[config.mk]
export PLATFORM = sky130hd
export DESIGN_NAME = dmem_arbiter
export DESIGN_NICKNAME = d
export VERILOG_FILES = /design/src/rtl/dmem_pkg.sv /design/src/rtl/dmem_rd_return.sv /design/src/rtl/dmem_arbiter.sv
export SDC_FILE = /design/constraint.sdc
export NUM_CORES = 1
export LEC_CHECK = 0
export CELL_PAD_IN_SITES_DETAIL_PLACEMENT = 1
export CELL_PAD_IN_SITES_GLOBAL_PLACEMENT = 2
export CORE_MARGIN = 2
export CORE_UTILIZATION = 18
export CTS_CLUSTER_DIAMETER = 40
export CTS_CLUSTER_SIZE = 28
export DETAILED_ROUTE_END_ITERATION = 10
export PLACE_DENSITY_LB_ADDON = 0.3
export SYNTH_ARGS = -nofsm -noshare
export SYNTH_HDL_FRONTEND = slang
export SYNTH_HIERARCHICAL = 1
export SYNTH_SLANG_ARGS = --single-unit
export TNS_END_PERCENT = 20
[constraint.sdc]
create_clock -name clk -period 1.25 [get_ports clk]
set_clock_uncertainty 0.1 [all_clocks]
set_input_delay 0.1875 -clock clk [delete_from_list [all_inputs] [get_ports clk]]
set_output_delay 0.1875 -clock clk [all_outputs]
set_load 0.02 [all_outputs]
[src/rtl/dmem_pkg.sv]
// Shared constants and types for the data-memory arbiter slice.
package dmem_pkg;
    localparam int unsigned AW_DEF     = 16;
    localparam int unsigned DW_DEF     = 16;
    localparam int unsigned PRIO_RR    = 0;
    localparam int unsigned PRIO_FIXED = 1;

    typedef enum logic {
        PORT_CPU = 1'b0,
        PORT_DBG = 1'b1
    } port_e;
endpackage

[src/rtl/dmem_rd_return.sv]
// Per-port read return path: one-cycle pending flag, hold register and rdata mux.
module dmem_rd_return #(
    parameter int unsigned DW = 16
) (
    input  logic          clk,
    input  logic          rst,
    input  logic          issue,
    input  logic [DW-1:0] mem_dout,
    output logic          rvalid,
    output logic [DW-1:0] rdata
);
    logic          rd_pend;
    logic [DW-1:0] hold;

    always_ff @(posedge clk or negedge rst) begin
        if (!rst) begin
            rd_pend <= 1'b0;
            hold    <= '0;
        end else begin
            rd_pend <= issue;
            if (rd_pend) hold <= mem_dout;
        end
    end

    // BRAM data is passed straight through in the return cycle, then held.
    always_comb begin
        rvalid = rd_pend;
        rdata  = rd_pend ? mem_dout : hold;
    end
endmodule

[src/rtl/dmem_arbiter.sv]
// Two-port arbiter in front of the single-port data-memory BRAM.
module dmem_arbiter
    import dmem_pkg::*;
#(
    parameter int unsigned AW        = AW_DEF,
    parameter int unsigned DW        = DW_DEF,
    parameter int unsigned PRIO_MODE = PRIO_RR
) (
    input  logic          clk,
    input  logic          rst,
    input  logic          req0,
    input  logic          we0,
    input  logic [AW-1:0] addr0,
    input  logic [DW-1:0] wdata0,
    output logic          gnt0,
    output logic          rvalid0,
    output logic [DW-1:0] rdata0,
    input  logic          req1,
    input  logic          we1,
    input  logic [AW-1:0] addr1,
    input  logic [DW-1:0] wdata1,
    output logic          gnt1,
    output logic          rvalid1,
    output logic [DW-1:0] rdata1,
    output logic          mem_ena,
    output logic          mem_wea,
    output logic [AW-1:0] mem_addr,
    output logic [DW-1:0] mem_din,
    input  logic [DW-1:0] mem_dout
);
    port_e last_gnt;

    always_comb begin
        gnt0 = 1'b0;
        gnt1 = 1'b0;
        if (rst) begin
            if (req0 && req1) begin
                // Tie: fixed mode favours the CPU, round-robin favours the port not served last.
                if (PRIO_MODE == PRIO_FIXED || last_gnt == PORT_DBG) gnt0 = 1'b1;
                else                                                 gnt1 = 1'b1;
            end else begin
                gnt0 = req0;
                gnt1 = req1;
            end
        end
    end

    always_comb begin
        mem_ena  = 1'b0;
        mem_wea  = 1'b0;
        mem_addr = '0;
        mem_din  = '0;
        if (gnt0) begin
            mem_ena  = 1'b1;
            mem_wea  = we0;
            mem_addr = addr0;
            mem_din  = wdata0;
        end else if (gnt1) begin
            mem_ena  = 1'b1;
            mem_wea  = we1;
            mem_addr = addr1;
            mem_din  = wdata1;
        end
    end

    always_ff @(posedge clk or negedge rst) begin
        if (!rst)      last_gnt <= PORT_CPU;
        else if (gnt0) last_gnt <= PORT_CPU;
        else if (gnt1) last_gnt <= PORT_DBG;
    end

    dmem_rd_return #(.DW(DW)) u_ret0 (
        .clk      (clk),
        .rst      (rst),
        .issue    (gnt0 & ~we0),
        .mem_dout (mem_dout),
        .rvalid   (rvalid0),
        .rdata    (rdata0)
    );

    dmem_rd_return #(.DW(DW)) u_ret1 (
        .clk      (clk),
        .rst      (rst),
        .issue    (gnt1 & ~we1),
        .mem_dout (mem_dout),
        .rvalid   (rvalid1),
        .rdata    (rdata1)
    );
endmodule

==> results.yml <==
critical_path:
  arrival_ps: 1440
  rrSetupSlack_ps: -90
  start_kind: "register"
  cpLargestDelayFamily: "flip-flops"
  critPathLaunch: "last_gnt"
  r2r.worst_path.cells: 3
  critical_path.slowest_cell: "dfrtp_2"
  crit_fanout: 12
  critPathMaxStageDelay_ps: 440
  timing.rr.start: "u_ret1/rvalid"
  path_cells: "a21bo_4, buf_12, o32ai_2, buf_4"
  cp-end-kind: "primary output"
  cp_num_buf_inv: 2
  critPathRequiredTime_ps: 960
  reg2reg_to: "u_ret1/hold[7]"
  critical_path_class: "register to primary output"
synthesis:
  syn_area_sq_um: 2338
  synth.top_cells.by_area: "dfrtp_1 (37%), o32ai_2 (21%), mux2_4 (13%)"
  yosysMostFrequentCell: "nand2_1"
  synth_edf_count: 0
  synth_top_area_frac: 0.3745
  synth.distinct_cells: 17
  seq_area_frac_synth: 0.3745
  syn_inst: 201
  yosysWarnings: 6
  ys.flop_type: "dfrtp_1"
  netlist.top_cell.by_area: "dfrtp_1"
  ys_ff_latch: 35
  ys_top_cells_by_count: "nand2_1 (67), dfrtp_1 (35), o32ai_2 (30)"
  async_flop_share: 1.000
  syn_area_per_cell_sq_um: 11.63
  synth_nets: 287
route:
  drtIter0Drc: 47
  ant_nets: 0
  viasPerCell: 4.170
  wl_per_cell_um: 16.58
  finalWirelength_um: 9087
  first_pass_iters: 4
  drc: 0
  vias: 2285
global_route:
  grt_pass1_wl_um: 14190
  grt_overflow_total: 0
  antenna_found_initial: 0
  grt_max_degree: 29
  grt_pass1_vias: 2589
  grt_use_total: 0.1264
place:
  dp_hpwl_um: 6559
  gp_routability_congestion: 0.7490
  io_buffers: 155
cts:
  cts_sinks: 35
  clockBufferDepth: 2
  cts_max_level: 2
  cts_buffers: 5
  clock_latency_ps: 280
  path_clk_slew_ps: 60
  cts_tree: "built"
  root_buffer: "clkbuf_16"
power:
  ir_drop_mv: 0.4564
  power_mw: 5.492
  power_density_nw_per_um2: 1157
  p_leak_nw: 1.947
sta:
  relSlewSlack: 0.7631
  min_period_ps: 1730
  fmax_mhz: 578.1
  hold_viol_final: 6
  worst_slack_ps: -479.8
  timing.final.crit_share: 1.384
  worst_slew_pin_slew_ps: 355.4
  setup_viol: 70
  holdWs_ps: -12.93
  drv_slew: 0
  rsz0062_at_grt: "true"
floorplan:
  die_h_um: 118.0
  initial_core_util: 0.1846
  rows: 41
  core-area_sq_um: 12670
  pin_count: 156
  die_area_sq_um: 13920
  die_w_um: 118.0
layout:
  antennaDiodeCount: 0
  drive_above_1_share: 0.4867
  final_core_util: 0.3745
  nFillCells: 1422
  area_growth_pct: 102.9
  nets: 461
run:
  maxCapViolations: 0
min_path:
  min_path_type: "input pin to asynchronous set/reset pin"
run_status:
  violations: "negative hold slack, negative setup slack"
  outcome: "finished, violations left"
cells by family after synthesis:
family	share of synthesized area
and+or+nand+nor	0.1209
AOI/OAI and AO/OA	0.2279
DFF	0.3745
muxes	0.1862
buffers and inverters	0.09043
per-stage QoR:
step	hold slack (ps)	TNS (ps)	std cells	instance area, sq um	setup WS (ps)
floorplan	-208.1	-7188	201	2506	-177.4
global placement	198.3	-51270	532	4380	-1057
detailed placement	191.6	-51400	532	4380	-1036
CTS	23.93	-32020	548	4678	-524.0
global route	13.60	-32410	548	4746	-528.2
finish	-12.93	-29310	548	4746	-479.8
per-layer routing:
layer	global-route usage	routed length, um	vias up
met5	0	0	-
met4	0.01581	42	0
met3	0.04893	850	5
met2	0.2289	4555	112
met1	0.1438	3639	1097
li1	-	-	1071
report_power, final:
| part | switching [mW] | internal [mW] | leakage (nW) |
|---|---|---|---|
| logic | 1.32 | 1.52 | 1.46 |
| registers | 0.0830 | 1.40 | 0.418 |
| clock network | 0.438 | 0.734 | 0.0669 |
area by class of cell:
cell class,instances,area [sq um],area share
Clock inverter,2,12.51,0.002636
Multi-Input combinational cell,141,1496,0.3153
Timing Repair Buffer,190,2008,0.4231
Inverter,2,7.507,0.001582
Sequential cell,35,877.1,0.1848
Clock buffer,6,128.9,0.02716
Tap cell,172,215.2,0.04535
what timing repair did:
action | in CTS | in global routing
setup buffers | 2 | 1
resized for setup | 372 | 28
hold buffers | 1 | 0
cloned | 5 | 0
pin swaps | 22 | 2
hold endpoints to repair | 1 | 0
setup endpoints to repair | 71 | 75
worst register-to-register path: stages, from the launching register on:
cell and delay, ps:
dfrtp_1 400, bufbuf_16 290, mux2_4 310, buf_4 130
cell usage in the layout (no fill, tap or decap), drive strengths merged:
| master | Yosys | routed |
|---|---|---|
| clkbuf | 2 | 6 |
| o32ai | 33 | 33 |
| bufbuf | 0 | 1 |
| buf | 21 | 104 |
| a22o | 1 | 1 |
| nor3 | 2 | 2 |
| dfrtp | 35 | 35 |
| dlygate4sd3 | 0 | 1 |
| dlygate4sd2 | 0 | 2 |
| a21bo | 1 | 1 |
| clkdlybuf4s50 | 0 | 82 |
| clkinv | 0 | 1 |
| clkinvlp | 0 | 1 |
| nor2b | 1 | 1 |
| nand2 | 67 | 67 |
| inv | 2 | 2 |
| mux2 | 32 | 32 |
| nor2 | 4 | 4 |
registers in the layout, indices dropped and copies added (netlist names):
signal	count
u_ret0/hold	16
u_ret1/hold	16
last_gnt	1
u_ret0/rvalid	1
u_ret1/rvalid	1
worst max path at each step:
stage                        end  cells past startpoint
floorplan           mem_addr[14]                      3
global route        mem_addr[15]                      4
finish              mem_addr[15]                      4
detailed placement  mem_addr[14]                      5
CTS                  mem_addr[7]                      5
global placement     mem_din[13]                      5
(Power assumes the default switching activity.)
